`src/rtl/p2s_pkg.sv`:
```
// Shared types for the parallel-to-serial stream converter.
// State encoding and counter sizing helper.
package p2s_pkg;

   typedef enum logic [1:0] {
      S_IDLE,
      S_CLEAR,
      S_SHIFT,
      S_DONE
   } state_t;

   function automatic int cnt_width(input int n);
      return (n > 1) ? $clog2(n) : 1;
   endfunction

endpackage

```
`src/rtl/sclk_gen.sv`:
```
// Serial clock divider: s_clk half-period is div_q+1 clk cycles.
// rise/fall strobe on the clk cycle before s_clk changes.
module sclk_gen #(
   parameter int DIV_BITS = 8
) (
   input  logic                clk,
   input  logic                rst,
   input  logic                enable,
   input  logic                hold,
   input  logic [DIV_BITS-1:0] div_q,
   output logic                s_clk,
   output logic                rise,
   output logic                fall
);

   logic [DIV_BITS-1:0] half_cnt;
   logic                tc;

   assign tc   = enable & ~hold & (half_cnt == div_q);
   assign rise = tc & ~s_clk;
   assign fall = tc & s_clk;

   always_ff @(posedge clk or negedge rst) begin
      if (!rst) begin
         half_cnt <= '0;
         s_clk    <= 1'b0;
      end else if (!enable) begin
         half_cnt <= '0;
         s_clk    <= 1'b0;
      end else if (hold) begin
         half_cnt <= '0;
      end else if (tc) begin
         half_cnt <= '0;
         s_clk    <= ~s_clk;
      end else begin
         half_cnt <= half_cnt + 1'b1;
      end
   end

endmodule

```
`src/rtl/parallel2serial_stream.sv`:
```
// Multi-lane parallel-to-serial streamer with a one-word holding buffer.
// Frames of len+1 words, programmable s_clk divider, clear preamble.
module parallel2serial_stream
   import p2s_pkg::*;
#(
   parameter int DATA_BITS   = 32,
   parameter int LANES       = 1,
   parameter int CODE_ENDIAN = 0,
   parameter int DIV_BITS    = 8,
   parameter int LEN_BITS    = 8
) (
   input  logic                       clk,
   input  logic                       rst,
   input  logic [DIV_BITS-1:0]        div,
   input  logic [LEN_BITS-1:0]        len,
   input  logic                       start,
   input  logic [LANES*DATA_BITS-1:0] in_data,
   input  logic                       in_valid,
   output logic                       in_ready,
   output logic                       busy,
   output logic                       finish,
   output logic                       underrun,
   output logic                       s_clk,
   output logic                       s_clr,
   output logic [LANES-1:0]           s_dat
);

   localparam int W  = LANES * DATA_BITS;
   localparam int CW = cnt_width(DATA_BITS + 1);

   state_t              state;
   logic [DIV_BITS-1:0] div_q;
   logic [LEN_BITS-1:0] len_q;
   logic [LEN_BITS-1:0] word_cnt;
   logic [DIV_BITS:0]   clr_cnt;
   logic [CW-1:0]       bit_cnt;
   logic [W-1:0]        hold_q;
   logic [W-1:0]        sr;
   logic                hold_full;
   logic                active;
   logic                stall;
   logic                sclk_en;
   logic                rise;
   logic                fall;
   logic                accept;
   logic                word_end;
   logic                last_word;

   assign in_ready  = busy & ~hold_full;
   assign accept    = in_valid & in_ready;
   assign sclk_en   = (state == S_SHIFT) & active;
   assign word_end  = fall & (bit_cnt == CW'(DATA_BITS));
   assign last_word = (word_cnt == len_q);

   sclk_gen #(
      .DIV_BITS (DIV_BITS)
   ) u_sclk (
      .clk    (clk),
      .rst    (rst),
      .enable (sclk_en),
      .hold   (stall),
      .div_q  (div_q),
      .s_clk  (s_clk),
      .rise   (rise),
      .fall   (fall)
   );

   function automatic logic [W-1:0] shift_lanes(input logic [W-1:0] v);
      logic [W-1:0]         r;
      logic [DATA_BITS-1:0] l;
      r = '0;
      for (int k = 0; k < LANES; k++) begin
         l = v[k*DATA_BITS +: DATA_BITS];
         r[k*DATA_BITS +: DATA_BITS] =
            (CODE_ENDIAN != 0) ? (l << 1) : (l >> 1);
      end
      return r;
   endfunction

   always_comb begin
      s_dat = '0;
      for (int k = 0; k < LANES; k++) begin
         s_dat[k] = (CODE_ENDIAN != 0)
                  ? sr[k*DATA_BITS + DATA_BITS - 1]
                  : sr[k*DATA_BITS];
      end
   end

   always_ff @(posedge clk or negedge rst) begin
      if (!rst) begin
         state     <= S_IDLE;
         div_q     <= '0;
         len_q     <= '0;
         word_cnt  <= '0;
         clr_cnt   <= '0;
         bit_cnt   <= '0;
         hold_q    <= '0;
         sr        <= '0;
         hold_full <= 1'b0;
         active    <= 1'b0;
         stall     <= 1'b0;
         busy      <= 1'b0;
         finish    <= 1'b0;
         underrun  <= 1'b0;
         s_clr     <= 1'b0;
      end else begin
         finish <= 1'b0;
         if (accept) begin
            hold_q    <= in_data;
            hold_full <= 1'b1;
         end
         unique case (state)
            S_IDLE: begin
               if (start) begin
                  state    <= S_CLEAR;
                  div_q    <= div;
                  len_q    <= len;
                  word_cnt <= '0;
                  clr_cnt  <= '0;
                  busy     <= 1'b1;
                  underrun <= 1'b0;
                  s_clr    <= 1'b1;
               end
            end
            S_CLEAR: begin
               if (clr_cnt == {div_q, 1'b1}) begin
                  state <= S_SHIFT;
                  s_clr <= 1'b0;
                  if (hold_full) begin
                     sr        <= hold_q;
                     hold_full <= 1'b0;
                     active    <= 1'b1;
                     bit_cnt   <= '0;
                  end
               end else begin
                  clr_cnt <= clr_cnt + 1'b1;
               end
            end
            S_SHIFT: begin
               if (!active) begin
                  // first word not yet offered: wait, not an underrun
                  if (hold_full) begin
                     sr        <= hold_q;
                     hold_full <= 1'b0;
                     active    <= 1'b1;
                     bit_cnt   <= '0;
                  end
               end else if (stall) begin
                  if (hold_full) begin
                     sr        <= hold_q;
                     hold_full <= 1'b0;
                     stall     <= 1'b0;
                     bit_cnt   <= '0;
                     word_cnt  <= word_cnt + 1'b1;
                  end
               end else begin
                  if (rise) begin
                     bit_cnt <= bit_cnt + 1'b1;
                  end
                  if (word_end) begin
                     if (last_word) begin
                        state     <= S_DONE;
                        active    <= 1'b0;
                        sr        <= '0;
                        busy      <= 1'b0;
                        finish    <= 1'b1;
                        hold_full <= 1'b0;
                     end else if (hold_full) begin
                        sr        <= hold_q;
                        hold_full <= 1'b0;
                        bit_cnt   <= '0;
                        word_cnt  <= word_cnt + 1'b1;
                     end else begin
                        stall    <= 1'b1;
                        underrun <= 1'b1;
                     end
                  end else if (fall) begin
                     sr <= shift_lanes(sr);
                  end
               end
            end
            S_DONE: begin
               state <= S_IDLE;
            end
         endcase
      end
   end

endmodule

```
`config.mk`:
```
export PLATFORM = sky130hd
export DESIGN_NAME = parallel2serial_stream
export DESIGN_NICKNAME = d
export VERILOG_FILES = /design/src/rtl/p2s_pkg.sv /design/src/rtl/sclk_gen.sv /design/src/rtl/parallel2serial_stream.sv
export SDC_FILE = /design/constraint.sdc
export NUM_CORES = 1
export LEC_CHECK = 0
export ABC_AREA = 0
export CAP_MARGIN = 20
export CORE_MARGIN = 2
export CORE_UTILIZATION = 54
export CTS_CLUSTER_DIAMETER = 40
export DETAILED_ROUTE_END_ITERATION = 8
export GPL_TIMING_DRIVEN = 0
export PLACE_DENSITY = 0.76
export SYNTH_ARGS = -nofsm -noshare
export SYNTH_HDL_FRONTEND = slang
export SYNTH_SLANG_ARGS = --single-unit
```
`constraint.sdc`:
```
create_clock -name clk -period 5 [get_ports clk]
set_input_delay 1.5 -clock clk [delete_from_list [all_inputs] [get_ports clk]]
set_output_delay 1.5 -clock clk [all_outputs]
set_load 0.02 [all_outputs]
```
* Yosys cells after proc, flatten, opt, wreduce, memory -nomap -nowiden *
Cells that the tools add are included.

operators by class
  $add $sub $neg = 4
  equal/unequal tests = 22
  multiplexer cells = 80
  bitwise operators = 11
  reductions and logical operators = 16

operators with widths
  cell                   count
  $mux W32               7
  $mux W8                9
  $pmux W32 S2           1
  $mux W6                8
  $mux W1                38
  $ne A2 B2 Y1 const B   12
  $mux W9                2
  $pmux W9 S2            1
  $add A8 B1 Y8 const B  2
  $eq A8 B8 Y1           2
  $pmux W8 S2            1
  $mux W2                6
  $pmux W6 S2            1
  $reduce_and A3 Y1      4
  $reduce_and A6 Y1      2
  $pmux W1 S2            5
  $add A9 B1 Y9 const B  1
  $eq A9 B9 Y1           1
  $and A1 B1 Y1          8
  $pmux W2 S4            1
  $reduce_and A2 Y1      4
  $reduce_and A7 Y1      1
  $add A6 B1 Y6 const B  1
  $eq A6 B6 Y1 const B   1
  other kinds (8)        14

word-level totals
  register bits after elaboration = 121
  input bits = 52
  output and inout bits = 7
  word-level logic and storage cells = 150

* Depth between registers and ports, before layout *
  depth in word-level cells = 12
  depth in mapped cells = 11
  depth with buffers taken out = 8

* Hierarchy *
A second synthesis with hierarchy kept.

unflattened totals
  cells, all modules = 486
  area, all modules = 5790.6 sq um

modules (own cells, without submodules)
  module                  instances  cells an instance  area an instance (sq um)  sequential area each (sq um)
  parallel2serial_stream  1          438                5273.8                    2802.7
  sclk_gen                1          48                 516.7                     225.2

* Worst setup path before layout *
Ideal clock, no wire load.

  path kind = in2reg
  start = input port start
  end = register word_cnt[7]
  library setup time = 0.078 ns
  arrival time = 2.749 ns
  required time = 4.922 ns
  path slack = 2.174 ns
  stages = 5
  path buffers = 0
  path through = nor2b_1 a211oi_1 nand4_1 or4_1 a21oi_1

on the way
  cells in the longest elaborated chain, start to end = 2

ends and longest elaborated chain
  what                         RTL line                       text
  from (decl)                  parallel2serial_stream.sv:16   input logic start,
  $ne A2 B2 Y1 (no line)       --
  $reduce_and A5 Y1 (no line)  --
  to (signal assigned)         parallel2serial_stream.sv:154  word_cnt <= word_cnt + 1'b1;
  to (signal assigned)         parallel2serial_stream.sv:172  word_cnt <= word_cnt + 1'b1;
  to (decl)                    parallel2serial_stream.sv:34   logic [LEN_BITS-1:0] word_cnt;

Every way passes these cells.
A chain may end at the register's enable or synchronous reset.

* Final worst setup path *
  start = register hold_full
  end = output port in_ready

on the way
  cells in the longest elaborated chain, start to end = 2

ends and longest elaborated chain
  what                    RTL line                       text
  from (decl)             parallel2serial_stream.sv:39   logic hold_full;
  from (signal assigned)  parallel2serial_stream.sv:99   hold_full <= 1'b0;
  from (signal assigned)  parallel2serial_stream.sv:110  hold_full <= 1'b1;
  from (signal assigned)  parallel2serial_stream.sv:131  hold_full <= 1'b0;
  $not A1 Y1              parallel2serial_stream.sv:49   assign in_ready = busy & ~hold_full;
  $and A1 B1 Y1           parallel2serial_stream.sv:49
  to (decl)               parallel2serial_stream.sv:19   output logic in_ready,

Every way passes these cells.

==> impl_metrics.tcl <==
set metrics [dict create \
    synth_xor_xnor_area_share 0.04955 \
    clk_root_buffer_cell "sky130_fd_sc_hd__clkbuf_8" \
    share_comb_of_total_power 0.331 \
    synthMuxAreaShare 0.03873 \
    outcome "finished, final reports clean" \
    drt-vias-per-instance 5.850 \
    placed_cells_incl_taps 793 \
    tritoncts.num_buffers 17 \
    layout.filler_cells 842 \
    cts_hold_repair.buffers 0 \
    vdd.ir_drop.worst_v 0.0003929 \
    power_report.internal_total_uw 2847 \
    buffer_ports.inserted 58 \
    yosys-top-cells-count "sky130_fd_sc_hd__dfrtp_1 (121), sky130_fd_sc_hd__nand2_1 (121), sky130_fd_sc_hd__and3_1 (41)" \
    m1WireLength_mm 6.159 \
    rsz0062_at_grt "false" \
    postSynthAreaPerCell_sq_um 10.12 \
    timing.max_slew.rel_slack 0.5034 \
    synth_async_sr_flop_share 1.000 \
    wl_met2_mm 6.721 \
    design.final.nets 732 \
    pin_count_of_the_biggest_net_entering_global_routing 65 \
    grt_pass1_vias 4783 \
    gpl.final_weighted_congestion 0.8524 \
    grt_antenna_before_repair 0 \
    total_wire_length_after_detailed_routing_mm 13.68 \
    synth_ff_type "sky130_fd_sc_hd__dfrtp_1" \
    timing.final.crit_period_ps 3597 \
    register_area_sq_mm 0.003028 \
    post_synth_fa_ha_maj_area_fraction 0.01666 \
    p_seq_frac 0.369 \
    synth_compound_gate_area_share 0.1624 \
    timing.critical_path.required_ps 3500 \
    fmax_mhz 278.0 \
    tightest_slew_ps 740.4 \
    routed_wire_length_per_instance_microns 16.61 \
    fin_worst_skew_ps 12.38 \
    detailroute.via_count 4820 \
    synth_top_family_by_area "simple AND/OR/NAND/NOR gates" \
    fp.dieArea_sq_mm 0.01199 \
    num_io_pins 59 \
    mappedNetlistNets 654 \
    cellLeakagePower_uw 0.003490 \
    grt_first_pass_wirelength_mm 22.85 \
    final_antenna_net_count 0 \
    yosys_warnings 0 \
    synth.area.top_cells "sky130_fd_sc_hd__dfrtp_1 (50%), sky130_fd_sc_hd__nand2_1 (7.6%), sky130_fd_sc_hd__a221o_1 (5.2%)" \
    setup_viol_count_final 0 \
    power_per_cell_area_mw_per_mm2 582.5 \
    top_layer "met4" \
    number_of_hold_slack_violations_in_the_final_timing_report 0 \
    clk_pin_slew_worst_paths_ps 60 \
    synth.distinct_cells 52 \
    drc_errors 0 \
    areaGrowthSynthToFinish_pct 23.51 \
    multi_input_comb_area_sq_mm 0.002786 \
    global_route_total_overflow 0 \
    switching_share 0.3414 \
    core_area_sq_mm 0.01084 \
    later_pin_clock_latency_in_the_skew_report_ps 530 \
    ys_seq_area_frac 0.5039 \
    instances_no_fill 824 \
    synth_top_cell_by_area "sky130_fd_sc_hd__dfrtp_1" \
    critPathLaunch "hold_full" \
    detailed_place_hpwl_mm 9.240 \
    post-layout-total-power_uw 4323 \
    synth_enable_flop_cells 0 \
    initial_core_util 0.5544 \
    critical_path_class "flop to primary output" \
    area_fraction_in_and_or_nand_and_nor_cells_after_synthesis 0.1963 \
    cts-htree-levels 4 \
    tritoncts "built" \
    post-cts-setup-buffer-count 0 \
    post_route_cells_drive_above_1_share 0.1009 \
    clk_path_buf_depth 2 \
    worst_hold_startpoint "hold_q[1]" \
    final_min_period_over_clock_period 0.7195 \
    postSynthCellCount 594 \
    reg_to_reg_critical_path_startpoint "state[0]" \
    placement_rows 38 \
    timing.final.max_slew_violations 0 \
    groute.usage.overall 0.2471 \
    p_sw_uw 1476 \
    yosys_register_bits 121 \
    chipWidth_microns 109.5 \
    cp-start-kind "flop" \
    worst-path-max-fanout 10 \
    cp.arrival_ps 2100 \
    synthesis.area_sq_mm 0.006010 \
    post_cts.resized_instances 0 \
    share_clk_of_total_power 0.300 \
    tritoncts_num_sinks 121 \
    drt-pass1-iter-count 4 \
    amount_of_wire_on_met3_after_detailed_routing_microns 617 \
    antenna-diode-count 0 \
    timing.max_cap.violations 0 \
    die_y_microns 109.5 \
    iter_0_drt_violations 273 \
    hp-class "flop to flop" \
    worst_setup_path_end_kind "primary output" \
    netlist.area_leader.share 0.5039 \
]
[per-stage QoR]
step	worst slack [ps]	instance area (sq um)	TNS [ps]	hold slack [ps]	util
2_1_floorplan	2174	6010	0	445.5	-
3_3_place_gp	-2180	6765	-263050	468.4	0.6241
3_5_place_dp	1289	6794	0	486.0	0.6267
4_1_cts	1377	7422	0	500.3	0.6847
5_1_grt	1291	7422	0	524.0	0.6847
6_report	1403	7422	0	498.6	0.6847
[critical path, cell delays in order, from the launching register on]
cell	delay, ps
sky130_fd_sc_hd__dfrtp_1	410
sky130_fd_sc_hd__clkbuf_1	230
sky130_fd_sc_hd__nor2b_1	280
sky130_fd_sc_hd__clkdlybuf4s50_1	660
[power by group through the flow]
stage | Sequential, uW | Clock (uW) | Combinational (uW)
6_report | 1600 | 1300 | 1430
5_1_grt | 1640 | 1350 | 1600
4_1_cts | 1590 | 1310 | 1440
3_5_place_dp | 1600 | 0 | 1420
3_3_place_gp | 1590 | 0 | 1360
2_1_floorplan | 1520 | 0 | 1090
[cell usage in the layout, fill, tap and decap left out, drive strengths merged, types with 9 or more instances in the layout]
cell,count
xnor2,18
o21ai,18
xor2,16
a221o,31
a31oi,9
and3,41
a21oi,15
mux2,18
dfrtp,121
buf,14
nor2,23
nand3,12
nand2,121
a22o,33
clkbuf,47
inv,13
nand4,9
clkdlybuf4s50,57
[final cells by class]
type	count	share of cell area
inverters	13	0.006575
clock buffers	24	0.06608
plain buffers	35	0.01972
well taps	140	0.02360
clock inverters	7	0.01854
repair buffers	59	0.08210
flip-flops and latches	121	0.4080
multi-input cells	425	0.3754
[cell families after synthesis]
logic type      count (synthesis)
flops                         121
xor+xnor                       34
compound gates                122
fa+ha+maj                       8
simple gates                  240
mux                            21
buf+inv                        48
[final timing paths]
check,end,slack [ps],cells past startpoint
hold / removal,hold_q[1],500,2
setup / recovery,in_ready,1400,3
setup reg to reg,bit_cnt[1],2320,11
hold reg to reg,hold_q[1],500,2
min in group asynchronous,div_q[4],940,1
max in group asynchronous,hold_q[29],3350,2
[state kept, by name (all words and copies together), names as in the netlist, 2 cells and up]
name / count
bit_cnt: 6
word_cnt: 8
div_q: 8
clr_cnt: 9
sr: 32
len_q: 8
state: 2
u_sclk.half_cnt: 8
hold_q: 32
[per-layer routing]
layer / up-vias / track usage
met1: 2385 / 0.3309
met4: 0 / 0.08590
met2: 117 / 0.3924
met5: - / 0
met3: 13 / 0.06283
li1: 2305 / -
(Power assumes the default switching activity.)
